===== config.mk =====
export PLATFORM = sky130hd
export DESIGN_NAME = stream_framer
export DESIGN_NICKNAME = d
export VERILOG_FILES = /design/src/rtl/stream_framer.sv
export SDC_FILE = /design/constraint.sdc
export NUM_CORES = 1
export LEC_CHECK = 0
export ABC_CLOCK_PERIOD_IN_PS = 5300
export BUFFER_PORTS_ARGS = -buffer_cell sky130_fd_sc_hd__buf_2
export CORE_MARGIN = 2
export CORE_UTILIZATION = 45
export DETAILED_ROUTE_END_ITERATION = 7
export GPL_ROUTABILITY_DRIVEN = 0
export MAX_ROUTING_LAYER = met4
export PLACE_DENSITY = 0.66
export SKIP_LAST_GASP = 1
export SYNTH_ARGS = -nofsm -noshare
export SYNTH_HDL_FRONTEND = slang
export SYNTH_SLANG_ARGS = --single-unit

===== constraint.sdc =====
create_clock -name pixel_clk -period 5.3 [get_ports pixel_clk]
set_clock_uncertainty 0.1 [all_clocks]
set_input_delay 0.265 -clock pixel_clk [delete_from_list [all_inputs] [get_ports pixel_clk]]
set_output_delay 0.265 -clock pixel_clk [all_outputs]
set_load 0.005 [all_outputs]

===== src/rtl/stream_framer.sv =====
// Trigger-debounced pixel capture into a FIFO, emitted as TLAST-framed AXI-Stream
// frames of 2**FRAME_LEN_LOG2 beats with full backpressure, all in pixel_clk.
module stream_framer #(
   parameter int C_M00_AXIS_TDATA_WIDTH = 32,
   parameter int PIXEL_WIDTH            = 24,
   parameter int FRAME_LEN_LOG2         = 16,
   parameter int FRAMES_PER_TRIGGER     = 1,
   parameter int DEBOUNCE_CYCLES        = 255,
   parameter int FIFO_DEPTH_LOG2        = 4
) (
   input  logic                                  pixel_clk,
   input  logic                                  pixel_rst,
   input  logic [PIXEL_WIDTH-1:0]                pixel_data,
   input  logic                                  pixel_valid,
   input  logic                                  trigger,
   input  logic                                  m00_axis_tready,
   output logic                                  m00_axis_tvalid,
   output logic                                  m00_axis_tlast,
   output logic [C_M00_AXIS_TDATA_WIDTH-1:0]     m00_axis_tdata,
   output logic [C_M00_AXIS_TDATA_WIDTH/8-1:0]   m00_axis_tstrb,
   output logic                                  busy,
   output logic                                  overflow,
   output logic [15:0]                           drop_count,
   output logic [15:0]                           frames_sent
);

   typedef enum logic [1:0] {IDLE, RUN, DRAIN} state_t;

   localparam int          FIFO_DEPTH = 2 ** FIFO_DEPTH_LOG2;
   localparam logic [FIFO_DEPTH_LOG2:0] FIFO_FULL_CNT = (FIFO_DEPTH_LOG2+1)'(FIFO_DEPTH);
   localparam logic [15:0] DEB_HIT    = 16'(DEBOUNCE_CYCLES - 1);
   localparam logic [15:0] FPT        = 16'(FRAMES_PER_TRIGGER);

   state_t state_q, state_d;

   logic                         trig_meta_q, trig_sync_q;
   logic [15:0]                  deb_cnt_q, deb_cnt_d;
   logic                         start;

   logic                         in_valid_q, in_valid_d;
   logic [PIXEL_WIDTH-1:0]       in_data_q;
   logic [FRAME_LEN_LOG2-1:0]    in_cnt_q, in_cnt_d;
   logic [15:0]                  frame_cnt_q, frame_cnt_d;

   logic [PIXEL_WIDTH:0]         mem_q [FIFO_DEPTH];
   logic [FIFO_DEPTH_LOG2:0]     wr_ptr_q, rd_ptr_q, fifo_count;
   logic                         fifo_full, fifo_empty, wr_en, rd_en, drop, wr_last;

   logic                         out_valid_q, out_last_q;
   logic [PIXEL_WIDTH-1:0]       out_data_q;
   logic                         handshake;

   logic                         overflow_q;
   logic [15:0]                  drop_cnt_q, frames_sent_q;

   // Two-flop synchroniser followed by a saturating high-time counter; start fires
   // on the single cycle the counter steps onto DEBOUNCE_CYCLES.
   always_ff @(posedge pixel_clk or posedge pixel_rst) begin
      if (pixel_rst) begin
         trig_meta_q <= 1'b0;
         trig_sync_q <= 1'b0;
         deb_cnt_q   <= '0;
      end else begin
         trig_meta_q <= trigger;
         trig_sync_q <= trig_meta_q;
         deb_cnt_q   <= deb_cnt_d;
      end
   end

   always_comb begin
      deb_cnt_d = deb_cnt_q;
      if (!trig_sync_q)
         deb_cnt_d = '0;
      else if (deb_cnt_q != 16'hFFFF)
         deb_cnt_d = deb_cnt_q + 16'd1;
   end

   assign start = trig_sync_q && (deb_cnt_q == DEB_HIT);

   // Full is judged on the registered pointers, so a same-cycle read never frees room.
   assign fifo_count = wr_ptr_q - rd_ptr_q;
   assign fifo_full  = (fifo_count == FIFO_FULL_CNT);
   assign fifo_empty = (wr_ptr_q == rd_ptr_q);
   assign wr_en      = in_valid_q && !fifo_full;
   assign drop       = in_valid_q && fifo_full;
   assign wr_last    = (in_cnt_q == '1);
   assign handshake  = out_valid_q && m00_axis_tready;
   assign rd_en      = !fifo_empty && (!out_valid_q || m00_axis_tready);

   always_comb begin
      state_d     = state_q;
      frame_cnt_d = frame_cnt_q;
      in_cnt_d    = in_cnt_q;
      in_valid_d  = 1'b0;
      case (state_q)
         IDLE: begin
            if (start) begin
               state_d     = RUN;
               frame_cnt_d = '0;
            end
         end
         RUN: begin
            if (wr_en) begin
               in_cnt_d = in_cnt_q + 1'b1;
               if (wr_last) begin
                  frame_cnt_d = frame_cnt_q + 16'd1;
                  if (FRAMES_PER_TRIGGER == 0) begin
                     if (!trig_sync_q)
                        state_d = DRAIN;
                  end else if (frame_cnt_q + 16'd1 == FPT) begin
                     state_d = DRAIN;
                  end
               end
            end
         end
         DRAIN: begin
            if (fifo_empty && !out_valid_q)
               state_d = IDLE;
         end
         default: state_d = IDLE;
      endcase
      // Nothing is captured on the cycle the frame closes, so no sample leaks into DRAIN.
      if (state_q == RUN && state_d == RUN)
         in_valid_d = pixel_valid;
   end

   always_ff @(posedge pixel_clk or posedge pixel_rst) begin
      if (pixel_rst) begin
         state_q     <= IDLE;
         frame_cnt_q <= '0;
         in_cnt_q    <= '0;
         in_valid_q  <= 1'b0;
         in_data_q   <= '0;
      end else begin
         state_q     <= state_d;
         frame_cnt_q <= frame_cnt_d;
         in_cnt_q    <= in_cnt_d;
         in_valid_q  <= in_valid_d;
         in_data_q   <= pixel_data;
      end
   end

   always_ff @(posedge pixel_clk) begin
      if (wr_en)
         mem_q[wr_ptr_q[FIFO_DEPTH_LOG2-1:0]] <= {wr_last, in_data_q};
   end

   // FIFO pointers and the registered output beat, which refills on the handshake edge.
   always_ff @(posedge pixel_clk or posedge pixel_rst) begin
      if (pixel_rst) begin
         wr_ptr_q    <= '0;
         rd_ptr_q    <= '0;
         out_valid_q <= 1'b0;
         out_last_q  <= 1'b0;
         out_data_q  <= '0;
      end else begin
         if (wr_en)
            wr_ptr_q <= wr_ptr_q + 1'b1;
         if (rd_en) begin
            rd_ptr_q    <= rd_ptr_q + 1'b1;
            out_valid_q <= 1'b1;
            {out_last_q, out_data_q} <= mem_q[rd_ptr_q[FIFO_DEPTH_LOG2-1:0]];
         end else if (handshake) begin
            out_valid_q <= 1'b0;
         end
      end
   end

   always_ff @(posedge pixel_clk or posedge pixel_rst) begin
      if (pixel_rst) begin
         overflow_q    <= 1'b0;
         drop_cnt_q    <= '0;
         frames_sent_q <= '0;
      end else begin
         if (drop) begin
            overflow_q <= 1'b1;
            if (drop_cnt_q != 16'hFFFF)
               drop_cnt_q <= drop_cnt_q + 16'd1;
         end
         if (handshake && out_last_q)
            frames_sent_q <= frames_sent_q + 16'd1;
      end
   end

   assign m00_axis_tvalid = out_valid_q;
   assign m00_axis_tlast  = out_last_q;
   assign m00_axis_tdata  = C_M00_AXIS_TDATA_WIDTH'(out_data_q);
   assign m00_axis_tstrb  = '1;
   assign busy            = (state_q != IDLE);
   assign overflow        = overflow_q;
   assign drop_count      = drop_cnt_q;
   assign frames_sent     = frames_sent_q;

endmodule


# After elaboration in Yosys (flattened, before gate mapping)
# Memory sizes are Yosys's and may differ from the RTL's. A register that Yosys moved wholly into a read port is not among the register bits.
# Cells that the tools add are included.
# Widths: inputs -> output; s select.
# classes
n_addsub,8
n_mul,0
n_div,0
n_lt_le_gt_ge,0
n_eq_ne,14
shift,0
muxes,17
n_bitwise,0
n_reduce_logical,19
# ops
cell,count
$add 16x1->16 const B,5
$mux 16,5
$ne 16x16->1 const B,2
$pmux 16 s2,1
$eq 16x1->1 const B,1
$eq 16x16->1 const B,1
$eq 16x8->1 const B,1
$add 5x1->5 const B,2
$mux 2,5
$logic_and 1x1->1,8
$ne 2x2->1 const B,3
$pmux 2 s3,1
$reduce_bool 2->1,3
$eq 5x5->1,1
$eq 5x5->1 const B,1
$mux 1,5
$sub 5x5->5,1
$eq 2x1->1 const B,2
$reduce_and 2->1,2
$reduce_and 4->1,1
$logic_not 1->1,3
$eq 2x2->1 const B,1
$logic_not 2->1,1
$ne 2x1->1 const B,1
$logic_or 1x1->1,1
# word_totals
ff_bits,121
latch_bits,0
ram_bits,400
mem_bits_ro,0
input_bits,29
output_inout_bits,72
elab_cells,73
memories,1
# mem_list
memory,words,word_bits,read_ports,rd_clocked_by_memory_dff,wr,line_no,text
mem_q,16,25,1,1,1,45,logic [PIXEL_WIDTH:0] mem_q [FIFO_DEPTH];

# Logic depth before layout (Yosys ltp)
# logic_depth
word_depth,9
depth_mapped,12
mapped_depth_nobuf,9

# Least setup slack after synthesis
# OpenSTA, ideal clock, no wires.
# synth_path
kind,register -> register
from,register rd_ptr_q[1]
to,"memory mem_q[7][0] in the netlist's numbering, enable pin"
setup_time_ps,444
arrival_ps,4385
required_time_ps,4756
slack_ps,372
stages_incl_launch_ff,12
path_buffers,2
synth_period_minus_slack_ps,4928
path_cell_list,dfrtp_1 clkbuf_1 clkbuf_1 inv_1 ha_1 nor2b_1 o21bai_1 and3_4 nor4_4 nor2b_1 nand2_1 nor3b_1
# synth_via
elab_chain_len,6
# synth_rtl
item,line_no,text
start: declaration,46,"logic [FIFO_DEPTH_LOG2:0] wr_ptr_q, rd_ptr_q, fifo_count;"
start signal: assignment,160,rd_ptr_q <= rd_ptr_q + 1'b1;
$sub 5x5->5,81,assign fifo_count = wr_ptr_q - rd_ptr_q;
$eq 5x5->1,82,assign fifo_full = (fifo_count == FIFO_FULL_CNT);
$logic_not 1->1,84,assign wr_en = in_valid_q && !fifo_full;
$logic_and 1x1->1,84,
$mux 1,144,if (wr_en)
$mux 1 (implied by the code),145,"mem_q[wr_ptr_q[FIFO_DEPTH_LOG2-1:0]] <= {wr_last, in_data_q};"
end: declaration,45,
# Every way passes these cells.

# Worst setup path after layout
# layout_path
from,register rd_ptr_q[1]
to,"memory mem_q[6][20] in the netlist's numbering, enable pin"
# The elaborated chain is that of the path after synthesis.

==> run metrics <==
Pins Over Slew Limit 0; EDFF count, synth 400; HP Class input pin to async pin; Post-Syn Area per Cell 18.6 um^2; Mapped Cells 1169; pin count of the biggest net entering global routing 71; Clock Root Buffer clkbuf_16; status finished, final reports clean; I/O Buffers 88; placed standard-cell area 23000 um^2; fin crit share 0.771; Post-CTS Setup Bufs 0; CP cell instances inv_1 > ha_1 > nor2b_1 > o21bai_1 > and3_4 > nor4_4 > nor2b_1 > nand2_1 > nor3b_2 > buf_4; non-filler cells, final roughly 2k; layout cell share with drive strength beyond 1 0.277; P&R area growth vs syn 15.2%; # clock sinks about 550; power density over cell area 441 nW/um^2; Synth Cell Area 21700 um^2; post-detailed-route wirelength per cell 21.9 um; CP Capture Type register; Final Hold Viols 0; CP max-delay cell dfrtp_4; WP data arrival 4.29 ns; design area 25000 um^2; Ports 101; Worst R2R Start rd_ptr_q[1]$_DFFE_PP0P_; clock latency on the worst-skew pair 0.61 ns; setup slack, reg-to-reg 1.21 ns; Synth warnings 0; Routed WL ~43 mm; Total Routing Usage GR 0.182; vias per inst approximately 5.6; Setup violations, final 0; die area 50100 um^2; register area share after synthesis 0.721; total congestion overflow 0; Core ar. ~48000 um^2; Synth Flop Type edfxtp_1; Seq cells post-synth 546; Iteration-0 DRC Markers 843; dpl cells 1847; Clock Path Buffers 3; Async SR Flop Fraction 0.267; CP peak stage delay between 0.7 and 0.8 ns; Die Wd 224 um; drt first pass iters 5; Filler Cells Inserted 3735; cts hold-fix bufs 28; H-tree depth reported by CTS 2; cts bufs inserted 55; dpl ws around 1.2 ns; cts repair resizes 0; unrepaired setup endpoints after global routing false; Vias 11.1k; crit path kind register to register; synth unique cells 61; Starting Density 0.455; first-pass GRT wire length 67.4 mm; hpwl dp 25.7 mm; vias in the first global route 11.3k; max_cap viols 0; nature of the critical path startpoint register; post-route ant nets 0; post-route setup slack approximately 1.2 ns; P_leak 0.00899 uW; Worst slew margin 0.251; setup tns final 0 ns; Worst Path Max Fanout 34; utilization after layout 0.524; Clk pin slew, worst setup/hold paths 0.06 ns; antenna violations before repair 0; CP required 5.51 ns; Reg2Reg Depth 10; Min Clock Period, post-route 4.09 ns; worst slew pin tran 1.12 ns; CTS tree built; Rows 80; most frequent CP cell nor2b_1; chip height 224 um; Nets 1362; worst vdd ir roughly 0.00024 V; Max Clk Rate approximately 0.24 GHz; DRC violations left 0; terminus of the critical flop-to-flop path mem_q[6][20]$_DFFE_PP_
[registers in the layout, summed over array words and instances, names as in the netlist]
| name | flops |
|---|---|
| mem_q | 400 |
| in_data_q | 24 |
| out_data_q | 24 |
| deb_cnt_q | 16 |
| drop_count | 16 |
| frame_cnt_q | 16 |
| frames_sent | 16 |
| in_cnt_q | 16 |
| rd_ptr_q | 5 |
| wr_ptr_q | 5 |
| state_q | 2 |
| in_valid_q | 1 |
| m00_axis_tlast | 1 |
| m00_axis_tvalid | 1 |
| overflow | 1 |
| trig_meta_q | 1 |
| trig_sync_q | 1 |
[area by class of cell]
class | count | area (um^2) | share of cell area
diodes | 1 | 2.50 | 0.000100
clock buffers | 76 | 1520 | 0.0606
repair buffers | 143 | 961 | 0.0384
flip-flops and latches | 546 | 15700 | 0.626
well taps | 615 | 769 | 0.0307
clock inverters | 27 | 278 | 0.0111
multi-input cells | 554 | 5760 | 0.230
inverters | 17 | 68.8 | 0.00275
[cells in the mapped netlist, drive strengths merged, types with 2 or more instances]
library cell,number,area [um^2]
a21oi,7,38.8
a22o,2,17.5
a31oi,4,25.0
and2,11,68.8
and3,21,136
and4,4,35.0
buf,33,194
clkbuf,29,111
conb,2,7.51
dfrtp,146,3650
edfxtp,400,12000
ha,16,200
inv,17,63.8
mux2,28,315
mux4,125,2820
nand2,51,194
nand2b,5,31.3
nand3,28,158
nand3b,2,15.0
nand4,24,156
nor2,49,186
nor2b,4,25.0
nor3,15,95.1
nor3b,5,37.5
nor4,9,108
o211a,2,20.0
o21ai,29,145
o31ai,10,75.1
or2,2,12.5
or3,5,31.3
or3b,2,17.5
or4,2,15.0
xnor2,38,333
xor2,34,298
[report_power, final]
part,internal (uW),switching [uW],total (uW)
registers,4760,274,5030
clock network,2210,1620,3830
logic,1250,932,2180
total,8210,2830,11000
[critical path: cells and delay by family, from the launching register on]
| family | cells | cell delay [ns] |
|---|---|---|
| AND/OR/NAND/NOR | 6 | 1.89 |
| buffers and inverters | 2 | 0.46 |
| adder cells (fa/ha/maj) | 1 | 0.35 |
| flip-flops | 1 | 0.76 |
| AO/OA/AOI/OAI | 1 | 0.22 |
[worst max-delay path by stage]
stage | startpoint | end | slack, ns | cells past startpoint
floorplan | rd_ptr_q[1]$_DFFE_PP0P_ | mem_q[7][0]$_DFFE_PP_ | 0.37 | 11
global placement | rd_ptr_q[0]$_DFFE_PP0P_ | mem_q[6][14]$_DFFE_PP_ | 1.25 | 9
detailed placement | rd_ptr_q[1]$_DFFE_PP0P_ | mem_q[6][16]$_DFFE_PP_ | 1.19 | 10
CTS | rd_ptr_q[1]$_DFFE_PP0P_ | mem_q[6][11]$_DFFE_PP_ | 1.17 | 10
global route | rd_ptr_q[0]$_DFFE_PP0P_ | mem_q[6][11]$_DFFE_PP_ | 0.88 | 9
finish | rd_ptr_q[1]$_DFFE_PP0P_ | mem_q[6][20]$_DFFE_PP_ | 1.21 | 10
[metal layers]
metal | wire length [um] | global-route usage | part of all wire
met1 | 19100 | 0.249 | 0.44
met2 | 21200 | 0.286 | 0.49
met3 | 2260 | 0.0302 | 0.052
met4 | 935 | 0.0555 | 0.022
met5 | 0 | - | 0
[logic make-up (layout without fill, tap and decap cells)]
logic type | after synthesis | in the layout | synth area share
buffers and inverters | 79 | 263 | 0.0170
multiplexers | 153 | 153 | 0.144
AO/OA/AOI/OAI | 62 | 62 | 0.0187
other | 2 | 13 | 0.000346
XOR/XNOR | 72 | 72 | 0.0290
AND/OR/NAND/NOR | 239 | 239 | 0.0609
flip-flops | 546 | 546 | 0.721
adder cells (fa/ha/maj) | 16 | 16 | 0.00921
[metrics by stage]
step           hold WS [ns]  total power [uW]
2_1_floorplan         0.196              6710
3_3_place_gp          0.233              7340
3_5_place_dp          0.255              7350
4_1_cts               0.162             11200
5_1_grt               0.176             11500
6_report              0.194             11000
[cell usage in the layout, fill, tap and decap left out, types with 24 or more instances in the layout]
cell           Yosys  layout
edfxtp_1         400     400
dfrtp_1          146     144
mux4_2           125     125
buf_2             14      88
clkbuf_16          0      56
nand2_1           50      50
nor2_1            48      47
xnor2_1           38      38
xor2_1            34      34
o21ai_0           28      28
dlygate4sd3_1      0      28
mux2_2            27      27
nand3_1           26      26
buf_4             12      24
(Power assumes the default switching activity.)
